==> config.mk <==
export PLATFORM = sky130hd
export DESIGN_NAME = alu_seq
export DESIGN_NICKNAME = d
export VERILOG_FILES = /design/src/rtl/alu_seq_pkg.sv /design/src/rtl/alu_seq_core.sv /design/src/rtl/alu_seq.sv
export SDC_FILE = /design/constraint.sdc
export NUM_CORES = 1
export LEC_CHECK = 0
export ABC_AREA = 1
export BUFFER_PORTS_ARGS = -buffer_cell sky130_fd_sc_hd__buf_2
export CAP_MARGIN = 25
export CELL_PAD_IN_SITES_DETAIL_PLACEMENT = 0
export CELL_PAD_IN_SITES_GLOBAL_PLACEMENT = 2
export CORE_UTILIZATION = 25
export DETAILED_ROUTE_END_ITERATION = 6
export PLACE_DENSITY_LB_ADDON = 0.3
export SYNTH_ARGS = -nofsm -noshare
export SYNTH_HDL_FRONTEND = slang
export SYNTH_SLANG_ARGS = --single-unit
export TNS_END_PERCENT = 20
==> constraint.sdc <==
create_clock -name clock -period 4 [get_ports clock]
set_clock_uncertainty 0.15 [all_clocks]
set_input_delay 0.6 -clock clock [delete_from_list [all_inputs] [get_ports clock]]
set_output_delay 0.6 -clock clock [all_outputs]
set_load 0.01 [all_outputs]
==> src/rtl/alu_seq_pkg.sv <==
// alu_seq_pkg: opcodes, FSM states and the flag bundle shared by the
// sequential ALU and its single-cycle datapath.
package alu_seq_pkg;

    localparam logic [4:0] OP_NOP   = 5'b00000;
    localparam logic [4:0] OP_ADD   = 5'b00001;
    localparam logic [4:0] OP_AND   = 5'b00010;
    localparam logic [4:0] OP_SUB   = 5'b00011;
    localparam logic [4:0] OP_OR    = 5'b00100;
    localparam logic [4:0] OP_XOR   = 5'b00101;
    localparam logic [4:0] OP_MOV   = 5'b00110;
    localparam logic [4:0] OP_ADC   = 5'b00111;
    localparam logic [4:0] OP_NOT   = 5'b01000;
    localparam logic [4:0] OP_SAR   = 5'b01001;
    localparam logic [4:0] OP_SLR   = 5'b01010;
    localparam logic [4:0] OP_SAL   = 5'b01011;
    localparam logic [4:0] OP_SLL   = 5'b01100;
    localparam logic [4:0] OP_ROL   = 5'b01101;
    localparam logic [4:0] OP_ROR   = 5'b01110;
    localparam logic [4:0] OP_MUL   = 5'b01111;
    localparam logic [4:0] OP_SHOWR = 5'b11111;

    typedef enum logic [1:0] {IDLE, SHIFT, MUL} state_t;

    typedef struct packed {
        logic cf;
        logic zf;
        logic sf;
        logic of;
    } flags_t;

    // Dense opcode block 0..15 plus SHOWR; everything else traps.
    function automatic logic is_legal(input logic [4:0] op);
        return (op <= OP_MUL) || (op == OP_SHOWR);
    endfunction

    function automatic logic is_shift(input logic [4:0] op);
        return (op >= OP_SAR) && (op <= OP_ROR);
    endfunction

endpackage

==> src/rtl/alu_seq_core.sv <==
// alu_seq_core: single-cycle datapath (add/adc/sub/logic/mov/not/showr)
// with flag generation. Shifts, MUL and illegal ops are handled by the top.
module alu_seq_core
    import alu_seq_pkg::*;
#(
    parameter int WIDTH = 8
) (
    input  logic [4:0]       op,
    input  logic [WIDTH-1:0] in1,
    input  logic [WIDTH-1:0] in2,
    input  flags_t           flags_in,
    output logic [WIDTH-1:0] res,
    output logic             res_we,
    output flags_t           flags_out
);
    localparam int MSB = WIDTH - 1;

    logic [WIDTH:0] sum;
    logic           flag_we;

    // Result mux plus flags; arithmetic done one bit wider to expose carry/borrow.
    always_comb begin
        sum       = '0;
        res       = '0;
        res_we    = 1'b1;
        flag_we   = 1'b1;
        flags_out = flags_in;
        case (op)
            OP_ADD, OP_ADC: begin
                sum = {1'b0, in1} + {1'b0, in2}
                    + {{WIDTH{1'b0}}, (op == OP_ADC) & flags_in.cf};
                res = sum[MSB:0];
                flags_out.cf = sum[WIDTH];
                flags_out.of = (in1[MSB] == in2[MSB]) && (res[MSB] != in1[MSB]);
            end
            OP_SUB: begin
                sum = {1'b0, in1} - {1'b0, in2};
                res = sum[MSB:0];
                flags_out.cf = sum[WIDTH];
                flags_out.of = (in1[MSB] != in2[MSB]) && (res[MSB] != in1[MSB]);
            end
            OP_AND, OP_OR, OP_XOR: begin
                res = (op == OP_AND) ? (in1 & in2) :
                      (op == OP_OR)  ? (in1 | in2) : (in1 ^ in2);
                flags_out.cf = 1'b0;
                flags_out.of = 1'b0;
            end
            OP_MOV: begin
                res     = in2;
                flag_we = 1'b0;
            end
            OP_NOT: begin
                res     = ~in1;
                flag_we = 1'b0;
            end
            OP_SHOWR: begin
                res     = in1;
                flag_we = 1'b0;
            end
            default: begin
                // NOP keeps res; shift/MUL/illegal never reach here as writers.
                res_we  = 1'b0;
                flag_we = 1'b0;
            end
        endcase
        if (flag_we) begin
            flags_out.zf = (res == '0);
            flags_out.sf = res[MSB];
        end
    end

endmodule

==> src/rtl/alu_seq.sv <==
// alu_seq: sequential ALU with valid/ready issue, architectural flag
// registers, bit-serial shifts/rotates and a shift-add unsigned multiply.
module alu_seq
    import alu_seq_pkg::*;
#(
    parameter int WIDTH = 8,
    parameter int SHW   = $clog2(WIDTH)
) (
    input  logic             clock,
    input  logic             reset_n,
    input  logic             in_valid,
    output logic             in_ready,
    input  logic [4:0]       op,
    input  logic [WIDTH-1:0] in1,
    input  logic [WIDTH-1:0] in2,
    input  logic [SHW-1:0]   im,
    output logic             out_valid,
    output logic             out_err,
    output logic [WIDTH-1:0] res,
    output logic [WIDTH-1:0] res_hi,
    output logic             CF,
    output logic             ZF,
    output logic             SF,
    output logic             OF
);
    localparam int MSB = WIDTH - 1;

    state_t           state;
    flags_t           flags;
    logic [4:0]       op_q;
    logic             orig_msb;
    logic [WIDTH-1:0] sh;
    logic [SHW-1:0]   cnt;
    logic [WIDTH-1:0] mcand, p_hi, p_lo;

    logic [WIDTH-1:0] core_res;
    logic             core_res_we;
    flags_t           core_flags;

    logic [WIDTH-1:0] sh_next;
    logic             sh_out, sh_of;

    logic [WIDTH-1:0] m_hi, m_lo, m_mc, m_nhi, m_nlo;
    logic [WIDTH:0]   m_add;

    alu_seq_core #(.WIDTH(WIDTH)) u_core (
        .op        (op),
        .in1       (in1),
        .in2       (in2),
        .flags_in  (flags),
        .res       (core_res),
        .res_we    (core_res_we),
        .flags_out (core_flags)
    );

    assign in_ready = (state == IDLE);
    assign CF = flags.cf;
    assign ZF = flags.zf;
    assign SF = flags.sf;
    assign OF = flags.of;

    // One shift/rotate step on the working register; sh_out is the bit leaving it.
    always_comb begin
        sh_next = sh;
        sh_out  = 1'b0;
        case (op_q)
            OP_SAR: begin sh_next = {sh[MSB], sh[MSB:1]};   sh_out = sh[0];   end
            OP_SLR: begin sh_next = {1'b0, sh[MSB:1]};      sh_out = sh[0];   end
            OP_SAL,
            OP_SLL: begin sh_next = {sh[MSB-1:0], 1'b0};    sh_out = sh[MSB]; end
            OP_ROL: begin sh_next = {sh[MSB-1:0], sh[MSB]}; sh_out = sh[MSB]; end
            OP_ROR: begin sh_next = {sh[0], sh[MSB:1]};     sh_out = sh[0];   end
            default: ;
        endcase
        case (op_q)
            OP_SAR:  sh_of = 1'b0;
            OP_SLR:  sh_of = orig_msb;
            default: sh_of = sh_next[MSB] ^ orig_msb;
        endcase
    end

    // One shift-add multiply step; in IDLE it runs on the raw operands so the
    // first iteration lands on the acceptance edge.
    always_comb begin
        m_hi  = (state == MUL) ? p_hi  : '0;
        m_lo  = (state == MUL) ? p_lo  : in2;
        m_mc  = (state == MUL) ? mcand : in1;
        m_add = {1'b0, m_hi} + (m_lo[0] ? {1'b0, m_mc} : {(WIDTH+1){1'b0}});
        m_nhi = m_add[WIDTH:1];
        m_nlo = {m_add[0], m_lo[MSB:1]};
    end

    // Issue/iterate FSM; result, flags and the completion pulse are written together.
    always_ff @(posedge clock or negedge reset_n) begin
        if (!reset_n) begin
            state     <= IDLE;
            flags     <= '0;
            res       <= '0;
            res_hi    <= '0;
            out_valid <= 1'b0;
            out_err   <= 1'b0;
            op_q      <= OP_NOP;
            orig_msb  <= 1'b0;
            sh        <= '0;
            cnt       <= '0;
            mcand     <= '0;
            p_hi      <= '0;
            p_lo      <= '0;
        end else begin
            out_valid <= 1'b0;
            out_err   <= 1'b0;
            case (state)
                IDLE: if (in_valid) begin
                    op_q     <= op;
                    orig_msb <= in1[MSB];
                    if (!is_legal(op)) begin
                        out_valid <= 1'b1;
                        out_err   <= 1'b1;
                    end else if (is_shift(op)) begin
                        if (im == '0) begin
                            // Zero-length shift completes at once and keeps CF.
                            res       <= in1;
                            flags.zf  <= (in1 == '0);
                            flags.sf  <= in1[MSB];
                            flags.of  <= 1'b0;
                            out_valid <= 1'b1;
                        end else begin
                            sh    <= in1;
                            cnt   <= im;
                            state <= SHIFT;
                        end
                    end else if (op == OP_MUL) begin
                        p_hi  <= m_nhi;
                        p_lo  <= m_nlo;
                        mcand <= in1;
                        cnt   <= SHW'(1);
                        state <= MUL;
                    end else begin
                        if (core_res_we) res <= core_res;
                        flags     <= core_flags;
                        out_valid <= 1'b1;
                    end
                end
                SHIFT: begin
                    sh <= sh_next;
                    if (cnt == SHW'(1)) begin
                        res       <= sh_next;
                        flags     <= '{cf: sh_out, zf: (sh_next == '0),
                                       sf: sh_next[MSB], of: sh_of};
                        out_valid <= 1'b1;
                        state     <= IDLE;
                    end else begin
                        cnt <= cnt - SHW'(1);
                    end
                end
                MUL: begin
                    p_hi <= m_nhi;
                    p_lo <= m_nlo;
                    if (cnt == SHW'(WIDTH - 1)) begin
                        res       <= m_nlo;
                        res_hi    <= m_nhi;
                        flags     <= '{cf: (m_nhi != '0), zf: ({m_nhi, m_nlo} == '0),
                                       sf: m_nhi[MSB], of: (m_nhi != '0)};
                        out_valid <= 1'b1;
                        state     <= IDLE;
                    end else begin
                        cnt <= cnt + SHW'(1);
                    end
                end
                default: state <= IDLE;
            endcase
        end
    end

endmodule
==> impl_metrics.py <==
metrics = {
    "synth": {
        "yosys_warnings": 0,
        "ys_types": 50,
        "synth.yosys.seq_area_share_pct": 28.1,
        "synth_top_cell_by_area": "dfrtp_1",
        "synth_area_leaders": "dfrtp_1, nand2_1, ha_1",
        "async_reset_ff_share_pct": 100,
        "yosysTopAreaCellShare_pct": 28.1,
        "synth-edff-count": 0,
        "synthesis.instances": 884,
        "synth_seq_cells": 65,
        "yosys_most_used_dff": "dfrtp_1",
        "synth_nets": 955,
        "syn_area_per_cell_um2": 6.54,
        "syn-cell-area_um2": 5780,
    },
    "final_layout": {
        "area_delta_synth_final_pct": 14.5,
        "instances_no_fill": 1215,
        "diodes": 0,
        "drive_gt1_share_pct": 11.4,
        "layout_commonest_cell": "nand2_1",
        "utilization_pct": 29.3,
        "nets": 996,
        "final_cell_mix": "nand2_1, inv_1, nand3_1, nor2_1, o21ai_0",
        "finalInstanceArea_um2": 6620,
    },
    "power_and_ir_drop": {
        "p_leak_nw": 3.57,
        "power_density_nw_per_um2": 666,
        "p_seq_share_pct": 26.0,
        "switching_power_mw": 2.15,
        "ir_drop_uv": 229,
        "swShare_pct": 48.7,
        "p_int_mw": 2.26,
        "p_clk_share_pct": 19.2,
        "combPwrFrac_pct": 54.8,
        "power_mw": 4.41,
    },
    "placed_design": {
        "place_congestion": 0.874,
        "portBuffers": 49,
        "dpl.hpwl_mm": 17.1,
        "dp.cells": 1199,
        "dpl_cell_area_um2": 6310,
        "pre_cts_slack_ns": 0.451,
    },
    "sta": {
        "finalHoldViolCount": 0,
        "slew_viol_final": 0,
        "slew_headroom_pct": 37.4,
        "clock.fmax_ghz": 0.309,
        "tightest_slew_ns": 0.939,
        "tns_ns": 0,
        "rsz0062_at_grt": "no",
        "layout_min_cycle_time_ns": 3.23,
        "setup_violations": 0,
        "fin_crit_sh_pct": 80.8,
        "finalWorstSetupSlack_ns": 0.767,
        "hold_slack_ns": 0.252,
    },
    "critical_path": {
        "worstSetupPathType": "in -> reg",
        "start_kind": "input pin",
        "crit_path_end_kind": "flop",
        "worstPathMaxFanout": 10,
        "critPathArrivalTime_ns": 3.36,
        "cp.required_ns": 4.12,
    },
    "clock_tree": {
        "path_clk_slew_ns": 0.06,
        "clock_latency_ns": 0.34,
        "cts_tree": "yes",
        "cts.htree.levels": 3,
        "cts_setup_buffers": 0,
        "cts_resized": 0,
        "cts-buffers-inserted": 9,
        "root_buffer": "clkbuf_16",
        "cts_num_sinks": 65,
        "cts_buffer_depth": 2,
        "hold_buffers": 0,
    },
    "floorplanning": {
        "dieArea_um2": 23700,
        "coreArea_um2": 22600,
        "die_x_um": 154,
        "rows": 55,
        "initial_core_util_pct": 25.5,
        "ios": 50,
        "die_h_um": 154,
    },
    "routing": {
        "vias": 5829,
        "dr_wl_met2_mm": 10.6,
        "dr.max_layer_used": "met4",
        "m1WireLength_mm": 9.95,
        "via_per_inst": 4.80,
        "first_pass_iters": 5,
        "drt_iter0_markers": 383,
        "met3WireLength_um": 640,
        "drt-wirelength-per-cell_um": 17.9,
        "drt_wl_total_mm": 21.7,
        "post-route-drc-count": 0,
        "ant_nets": 0,
    },
    "outcome": {
        "status": "finished clean",
    },
    "grt": {
        "gr-usage-all-layers_pct": 18.9,
        "grt_max_degree": 66,
        "grt-ovfl-total": 0,
        "grt_pass1_wl_mm": 34.1,
        "grt_pass1_vias": 5774,
        "antenna_found_initial": 0,
    },
    "hold_path": {
        "hp-class": "in -> async",
    },
    "job": {
        "cap_violations": 0,
    },
}
[registers in the layout (all words and copies together) (netlist names)]
register,count
sh,8
cnt,3
op_q,5
mcand,8
res,8
out_err,1
SF,1
state,2
p_lo,8
OF,1
orig_msb,1
ZF,1
out_valid,1
res_hi,8
CF,1
p_hi,8
[path summary, 6_finish.rpt]
kind / cells past startpoint / end / slack (ns) / from
worst max-delay path: 18 / ZF / 0.77 / op[0]
worst min-delay path: 1 / sh[2] / 0.25 / reset_n
worst max register to register: 18 / CF / 0.77 / state[0]
worst min register to register: 2 / res_hi[0] / 0.32 / res_hi[0]
max in group asynchronous: 1 / res[6] / 2.84 / reset_n
min in group clock: 2 / res_hi[0] / 0.32 / res_hi[0]
[power groups by stage]
stage                     Sequential [mW]  Clock (mW)  Combinational (mW)
final                                1.15       0.846                2.42
after global routing                 1.19       0.892                2.75
after CTS                            1.15       0.865                2.44
after detailed placement             1.16           0                2.43
after global placement               1.16           0                2.45
after floorplan                      1.14           0                1.66
[cells in the mapped netlist (2+ instances only)]
library cell  number
ha_1              40
buf_2              8
xnor2_1            2
or2_2              4
nor4_1             2
clkbuf_1          14
nand2_1          272
nand4_1           15
nand3_2            3
dfrtp_1           65
o21ai_2            2
buf_6              4
nor2_1            78
inv_1            112
nand3_1           84
nand2_4            2
nand3b_1           2
xor2_1             4
nor3_1            10
a31oi_1           10
clkinv_1           2
inv_2              2
o21bai_1           2
o21a_1             2
nand2_2            2
fa_1               4
o21ai_0           67
a21oi_1           39
o211ai_1           7
nor2_4             4
[layout make-up]
class,instances,area (um2)
fill,2566,16000
multi-input combinational,673,3560
sequential,65,1630
inverter,117,442
tap,285,357
timing repair buffer,59,323
clock buffer,11,253
clock inverter,5,61.3
[per-layer routing]
metal,GRT usage (%),vias to the layer above
met5,0,-
met4,7.00,0
met3,1.49,29
met2,32.8,130
met1,24.5,2735
li1,-,2935
[critical path: stages]
cell	delay [ns]
buf_2	0.25
nand2_4	0.12
nor2_4	0.17
nand3_1	0.11
fa_1	0.43
fa_1	0.41
nand3b_1	0.20
nand2_1	0.11
nand2_1	0.05
nand3_1	0.07
o21ai_0	0.11
nor2_1	0.17
nand3_1	0.09
nor2_1	0.15
nand3_1	0.08
nand2_1	0.10
nand3_1	0.08
nand2_1	0.06
[logic make-up (layout without fill, tap and decap cells)]
kind of cell / after synthesis / after routing / synth area share, %
buffers and inverters: 146 / 192 / 10.3
AOI/OAI and AO/OA: 141 / 141 / 14.5
adders and majority gates: 44 / 44 / 10.0
and+or+nand+nor: 482 / 482 / 36.1
xor gates and xnor gates: 6 / 6 / 0.909
DFF: 65 / 65 / 28.1
No activity file was read; power rests on OpenSTA's default activity.
